===== src/rtl/led_cube_frame_scanner.sv =====
// Receives 64-byte LED cube frames after a sync byte and scans a double-buffered copy onto the
// latch/layer bus. Optional macro RX_TIMEOUT_EN drops a partial frame after an inter-byte timeout.
module led_cube_frame_scanner #(
  parameter logic [7:0] SYNC_BYTE      = 8'hA5,
  parameter int         SETUP_CYCLES   = 2,
  parameter int         PULSE_CYCLES   = 2,
  parameter int         ON_CYCLES      = 50000,
  parameter int         TIMEOUT_CYCLES = 500000
) (
  input  logic       clock_sink_clk,
  input  logic       reset_sink_reset,
  input  logic [7:0] byte_data,
  input  logic       byte_valid,
  input  logic       scan_en,
  output logic [7:0] layers_out,
  output logic [7:0] latches_out,
  output logic [7:0] data_out,
  output logic [5:0] rx_index,
  output logic       frame_pending,
  output logic [7:0] frame_count
);

  localparam int MAX_A = (ON_CYCLES > SETUP_CYCLES) ? ON_CYCLES : SETUP_CYCLES;
  localparam int MAX_C = (MAX_A > PULSE_CYCLES) ? MAX_A : PULSE_CYCLES;
  localparam int CNT_W = $clog2(MAX_C + 1);

  typedef enum logic {RX_HUNT, RX_DATA} rx_state_t;
  typedef enum logic [2:0] {SC_BLANK, SC_SETUP, SC_LATCH, SC_HOLD, SC_ON} scan_state_t;

  rx_state_t   rx_state;
  scan_state_t scan_state;
  logic [7:0]  back_buf  [64];
  logic [7:0]  front_buf [64];
  logic [2:0]  layer;
  logic [2:0]  row;
  logic [2:0]  row_next;
  logic [CNT_W-1:0] cnt;
  logic        swap;
  logic        rx_write;

  assign row_next = row + 3'd1;
  assign rx_write = (rx_state == RX_DATA) && byte_valid;
  // Swaps only at the top of layer 0 so a frame is never shown half old, half new.
  assign swap     = (scan_state == SC_BLANK) && (layer == 3'd0) && frame_pending;

  always_ff @(posedge clock_sink_clk) begin
    if (!reset_sink_reset && rx_write) back_buf[rx_index] <= byte_data;
  end

  always_ff @(posedge clock_sink_clk) begin
    if (reset_sink_reset) begin
      for (int i = 0; i < 64; i++) front_buf[i] <= 8'h00;
    end else if (swap) begin
      for (int i = 0; i < 64; i++) front_buf[i] <= back_buf[i];
    end
  end

`ifdef RX_TIMEOUT_EN
  localparam int TMO_W = $clog2(TIMEOUT_CYCLES + 1);
  logic [TMO_W-1:0] idle_cnt;
`endif

  // A completing write sets pending after the swap clear, so a frame finishing on a swap cycle waits.
  always_ff @(posedge clock_sink_clk) begin
    if (reset_sink_reset) begin
      rx_state      <= RX_HUNT;
      rx_index      <= 6'd0;
      frame_pending <= 1'b0;
      frame_count   <= 8'd0;
`ifdef RX_TIMEOUT_EN
      idle_cnt      <= '0;
`endif
    end else begin
      if (swap) begin
        frame_pending <= 1'b0;
        frame_count   <= frame_count + 8'd1;
      end
      case (rx_state)
        RX_HUNT: begin
          if (byte_valid && byte_data == SYNC_BYTE) begin
            rx_state <= RX_DATA;
            rx_index <= 6'd0;
`ifdef RX_TIMEOUT_EN
            idle_cnt <= '0;
`endif
          end
        end
        RX_DATA: begin
          if (byte_valid) begin
`ifdef RX_TIMEOUT_EN
            idle_cnt <= '0;
`endif
            if (rx_index == 6'd63) begin
              frame_pending <= 1'b1;
              rx_index      <= 6'd0;
              rx_state      <= RX_HUNT;
            end else begin
              rx_index <= rx_index + 6'd1;
            end
          end
`ifdef RX_TIMEOUT_EN
          else if (idle_cnt == TMO_W'(TIMEOUT_CYCLES - 1)) begin
            rx_index <= 6'd0;
            rx_state <= RX_HUNT;
          end else begin
            idle_cnt <= idle_cnt + 1'b1;
          end
`endif
        end
        default: rx_state <= RX_HUNT;
      endcase
    end
  end

  always_ff @(posedge clock_sink_clk) begin
    if (reset_sink_reset || !scan_en) begin
      scan_state  <= SC_BLANK;
      layer       <= 3'd0;
      row         <= 3'd0;
      cnt         <= '0;
      layers_out  <= 8'h00;
      latches_out <= 8'h00;
      data_out    <= 8'h00;
    end else begin
      case (scan_state)
        SC_BLANK: begin
          scan_state  <= SC_SETUP;
          cnt         <= '0;
          layers_out  <= 8'h00;
          latches_out <= 8'h00;
          data_out    <= swap ? back_buf[{layer, row}] : front_buf[{layer, row}];
        end
        SC_SETUP: begin
          if (cnt == CNT_W'(SETUP_CYCLES - 1)) begin
            scan_state  <= SC_LATCH;
            cnt         <= '0;
            latches_out <= 8'h01 << row;
          end else begin
            cnt <= cnt + 1'b1;
          end
        end
        SC_LATCH: begin
          if (cnt == CNT_W'(PULSE_CYCLES - 1)) begin
            scan_state  <= SC_HOLD;
            cnt         <= '0;
            latches_out <= 8'h00;
          end else begin
            cnt <= cnt + 1'b1;
          end
        end
        SC_HOLD: begin
          row <= row_next;
          cnt <= '0;
          if (row == 3'd7) begin
            scan_state <= SC_ON;
            layers_out <= 8'h01 << layer;
          end else begin
            scan_state <= SC_SETUP;
            data_out   <= front_buf[{layer, row_next}];
          end
        end
        SC_ON: begin
          if (cnt == CNT_W'(ON_CYCLES - 1)) begin
            scan_state <= SC_BLANK;
            cnt        <= '0;
            layers_out <= 8'h00;
            layer      <= layer + 3'd1;
          end else begin
            cnt <= cnt + 1'b1;
          end
        end
        default: scan_state <= SC_BLANK;
      endcase
    end
  end

endmodule


===== config.mk =====
export PLATFORM = sky130hd
export DESIGN_NAME = led_cube_frame_scanner
export DESIGN_NICKNAME = d
export VERILOG_FILES = /design/src/rtl/led_cube_frame_scanner.sv
export SDC_FILE = /design/constraint.sdc
export NUM_CORES = 1
export LEC_CHECK = 0
export ABC_CLOCK_PERIOD_IN_PS = 16300
export CAP_MARGIN = 20
export CORE_ASPECT_RATIO = 0.6
export CORE_UTILIZATION = 32
export CTS_CLUSTER_DIAMETER = 30
export DETAILED_ROUTE_END_ITERATION = 10
export SLEW_MARGIN = 25
export SYNTH_ARGS = -nofsm -noshare
export SYNTH_HDL_FRONTEND = slang
export SYNTH_SLANG_ARGS = --single-unit

===== constraint.sdc =====
create_clock -name clock_sink_clk -period 16.3 [get_ports clock_sink_clk]
set_input_delay 3.26 -clock clock_sink_clk [delete_from_list [all_inputs] [get_ports clock_sink_clk]]
set_output_delay 3.26 -clock clock_sink_clk [all_outputs]
set_load 0.005 [all_outputs]

Yosys cells after proc, flatten, opt, wreduce, memory -nomap -nowiden
Memory sizes are Yosys's and may differ from the RTL's.
Cells that the tools add are included.
{ "totals": {"n_memories": 2, "regBits": 65, "out_inout_bits": 39, "rom_bits": 0, "ram_bits": 1024, "latchBits": 0} }
{ "memory_table": {"columns": ["name", "depth", "word_bits", "read_ports", "rd_clocked_by_memory_dff", "wr", "line_no", "rtl"], "rows": [
  ["back_buf", 64, 8, 65, 0, 1, "32", "logic [7:0] back_buf [64];"],
  ["front_buf", 64, 8, 2, 0, 64, "33", "logic [7:0] front_buf [64];"]
]} }
{ "op_classes": {"mul": 0, "shift": 2, "reduce_logical": 22, "n_eq_ne": 16, "n_div": 0, "muxes": 100, "bitwise": 65, "n_lt_le_gt_ge": 0, "n_addsub": 5} }
{ "ops": {"columns": ["op", "count"], "rows": [
  ["8-bit 2-to-1 mux", 70],
  ["1-bit OR", 64],
  ["16-bit case mux with 3 select lines", 1],
  ["8-bit case mux with 3 select lines", 2],
  ["16-bit 2-to-1 mux", 2],
  ["6-bit 2-to-1 mux", 3],
  ["16-bit by 1-bit adder with 16-bit output (second input constant)", 1],
  ["16-bit by 1-bit == test with 1-bit output (second input constant)", 1],
  ["16-bit == test (second input constant)", 1],
  ["8-bit case mux with 2 select lines", 1],
  ["1-bit by 3-bit left shift with 8-bit output (first input constant)", 2],
  ["3-bit case mux with 5 select lines", 1],
  ["1-bit 2-to-1 mux", 14],
  ["2-bit != test (second input constant)", 7],
  ["3-bit 2-to-1 mux", 4],
  ["6-bit case mux with 2 select lines", 1],
  ["3-bit AND reduction", 3],
  ["3-bit nonzero test", 3],
  ["8-bit by 1-bit adder with 8-bit output (second input constant)", 1],
  ["8-bit == test (second input constant)", 1],
  ["3-bit by 1-bit adder with 3-bit output (second input constant)", 2],
  ["6-bit by 1-bit adder with 6-bit output (second input constant)", 1],
  ["3-bit by 2-bit == test with 1-bit output (second input constant)", 2],
  ["3-bit == test (second input constant)", 2],
  ["11 further kinds", 20]
]} }

Logic depth before layout (Yosys ltp)
{ "logic_depth": {"ltp_word": 7, "ltp_mapped": 16, "mapped_depth_nobuf": 8} }

Least setup slack after synthesis
No wires, ideal clock.
{ "synth_path": {"path_kind": "input to register", "from": "input port reset_sink_reset", "to": "memory front_buf[0][0] (enable)", "setup_slack_ns": -0.943, "path_stages": 4, "t_arrival_ns": 16.272, "cell_sequence": "clkbuf_1 clkbuf_1 buf_1 nand2b_1"} }
{ "synth_lines": {"columns": ["element", "line_no", "rtl"], "rows": [
  ["start: declaration", "11", "input logic reset_sink_reset,"],
  ["end: declaration", "33", null]
]} }

==> results.py <==
metrics = {
    "status": {
        "status": "complete, no violations",
    },
    "detailed_routing": {
        "ant_nets": 0,
        "drc": 0,
        "dr.pass1.iters": 6,
        "viasPerCell": 5.41,
        "num_vias": 27100,
        "routedWlPerCell_um": 27.4,
        "drt_iter0_markers": 3947,
        "wl_um": 137000,
    },
    "synthesis": {
        "synth_ff_type": "edfxtp_1",
        "async_flop_share_pct": 0,
        "synth_edf_count": 1024,
        "synth_cells": 2843,
        "yosysWarnings": 0,
        "syn_area_sq_mm": 0.0480,
        "ys_seq_elements": 1089,
        "postSynthAreaPerCell_sq_um": 16.9,
        "ys_seq_area_share_pct": 66.8,
        "syn-num-nets": 2871,
        "yosysUniqueCellTypes": 69,
    },
    "global_route": {
        "grt_max_degree": 273,
        "grt_pass1_vias": 25300,
        "grt_pass1_wl_um": 192000,
        "grt_antenna_before_repair": 7,
        "overflow": 0,
        "grtUsageTotal_pct": 18.0,
    },
    "timing": {
        "hold_viol": 0,
        "rsz0062_at_grt": "no",
        "period_needed_ns": 6.78,
        "skew_ns": 0.0268,
        "slew_headroom_pct": 22.8,
        "worst_pin_slew_ns": 1.15,
        "drv_slew": 0,
        "max_freq_mhz": 147,
        "setup_viol": 0,
        "period_share_pct": 41.6,
        "tns_ns": 0,
    },
    "clocking": {
        "hold_buffers": 0,
        "cts_root_buffer": "clkbuf_16",
        "clkTransAtPathRegs_ns": 0.06,
        "post_cts_buffers": 0,
        "cts_resized": 0,
        "cts_max_level": 4,
        "cts_tree": "done",
        "cts_made_buffers": 135,
        "clk_latency_ns": 0.74,
        "cts_sinks": 1089,
        "cts_buffer_depth": 3,
    },
    "finish": {
        "drive_gt1_share_pct": 21.7,
        "nNetsFinal": 2915,
        "final_util_pct": 37.3,
        "area_growth_syn_to_layout_pct": 15.1,
    },
    "place": {
        "post-dp-hpwl_um": 88800,
        "io_buffers": 50,
        "gp_congestion": 0.944,
    },
    "floorplanning": {
        "core_sq_mm": 0.148,
        "dieArea_sq_mm": 0.151,
        "start_util_pct": 32.4,
        "fp.dieW_um": 502,
        "io_pins": 51,
        "die_h_um": 302,
        "rows": 109,
    },
    "critical_path": {
        "cp.required_ns": 16.65,
        "cp-end-kind": "flip-flop",
        "timing.critical_path.cells": "clkbuf_8, nand2b_4, buf_6, buf_4, buf_4",
        "worstSetupStartpointType": "input port",
        "critPathBufInv": 4,
        "slowest_delay_ns": 0.89,
        "worst_path_most_repeated_cell": "buf_4",
        "cp_max_fo": 94,
        "criticalPathCategory": "in2reg",
        "cpMaxStageDelayCell": "nand2b_4",
        "cp.arrival_ns": 7.13,
        "cp_top_family": "buffers and inverters",
    },
    "hold_path": {
        "hold_path_class": "reg2reg",
    },
    "pwr": {
        "p_leak_nw": 17.2,
        "peakVddDrop_uv": 111,
        "p_per_area_mw_per_mm2": 119,
    },
    "run": {
        "cap_violations": 0,
    },
}
power by group:
group / switching, mW / internal (mW)
clock network: 1.27 / 1.89
logic: 0.135 / 0.0719
registers: 0.0426 / 3.13
total: 1.45 / 5.10
layout by cell type (no fill, tap or decap), types with 14 or more instances in the layout:
master / count
clkbuf_16: 142
inv_6: 25
clkinvlp_4: 14
a22o_1: 14
ha_1: 14
nor2b_1: 254
clkinv_1: 15
nor3_1: 19
dfxtp_1: 60
bufinv_16: 17
clkdlybuf4s50_1: 41
mux2i_1: 45
a21oi_1: 73
and2_1: 277
nor2_1: 126
mux4_2: 314
a221oi_1: 17
a22oi_1: 43
edfxtp_1: 1024
buf_4: 49
nand3_1: 42
o21ai_0: 21
xor2_1: 14
o22ai_1: 23
nand2_1: 83
registers in the layout, summed over array words and instances, names as in the netlist, 6 cells and up:
signal,cells
data_out,8
cnt,16
back_buf,512
latches_out,8
frame_count,8
rx_index,6
layers_out,8
front_buf,512
synth_stat cells (16+ instances only):
cell,n,area [sq um]
a21oi_1,73,365
a221oi_1,17,149
a22oi_1,43,323
and2_1,277,1730
buf_2,44,220
buf_4,19,143
buf_6,18,203
clkbuf_1,100,375
dfxtp_1,65,1300
edfxtp_1,1024,30700
ha_1,16,200
mux2i_1,47,470
mux4_2,314,7070
nand2_1,83,312
nand3_1,42,210
nor2_1,132,495
nor2b_1,258,1610
nor3_1,19,95.1
o21ai_0,21,105
o22ai_1,23,144
layer usage:
metal  global-route usage [%]  vias to the layer above  part of all wire [%]
li1                         -                    11300                     -
met3                     8.13                      170                    15
met4                     3.81                        2                   1.6
met5                        0                        -                0.0058
met2                     21.3                     1507                    36
met1                     28.7                    14100                    47
logic make-up after synthesis:
kind of cell | share of synthesized area (%)
and+or+nand+nor | 10.5
muxes | 16.2
buffers and inverters | 2.24
xor gates and xnor gates | 0.365
adders and majority gates | 0.417
DFF | 66.8
AOI/OAI and AO/OA | 3.49
final timing paths:
path | endpoint | slack [ns] | startpoint | cells past startpoint
max | front_buf[15][1] | 9.52 | reset_sink_reset | 5
min reg2reg | layers_out[2] | 0.45 | layers_out[2] | 2
max reg2reg | data_out[2] | 9.82 | row[0] | 9
min | layers_out[2] | 0.45 | layers_out[2] | 2
per-stage QoR:
stage	hold WS (ns)	instance area, sq um	setup slack, ns	power, mW	std cells
after floorplan	0.448	48000	5.08	3.34	2843
after global placement	0.441	50400	8.45	3.43	4747
after detailed placement	0.445	50400	8.37	3.44	4747
after CTS	0.451	55100	9.14	6.58	4997
after global routing	0.464	55200	9.27	6.72	4998
final	0.449	55200	9.52	6.55	5002
layout make-up:
class | count | area [sq um]
Multi-Input combinational cell | 1547 | 14900
Inverter | 10 | 37.5
Tap cell | 1998 | 2500
Timing Repair Buffer | 104 | 931
Sequential cell | 1089 | 32100
Fill cell | 13600 | 92800
Antenna cell | 4 | 10.0
Clock inverter | 97 | 1140
Clock buffer | 153 | 3590
worst reg2reg max path, cell delays in order, from the launching register on:
cell	delay, ns
dfxtp_4	0.92
buf_4	0.85
buf_4	0.87
buf_4	0.63
buf_4	0.80
mux4_2	0.78
mux4_2	0.57
a21oi_1	0.58
and4_1	0.30
a21oi_1	0.07
No activity file was read; power rests on OpenSTA's default activity.
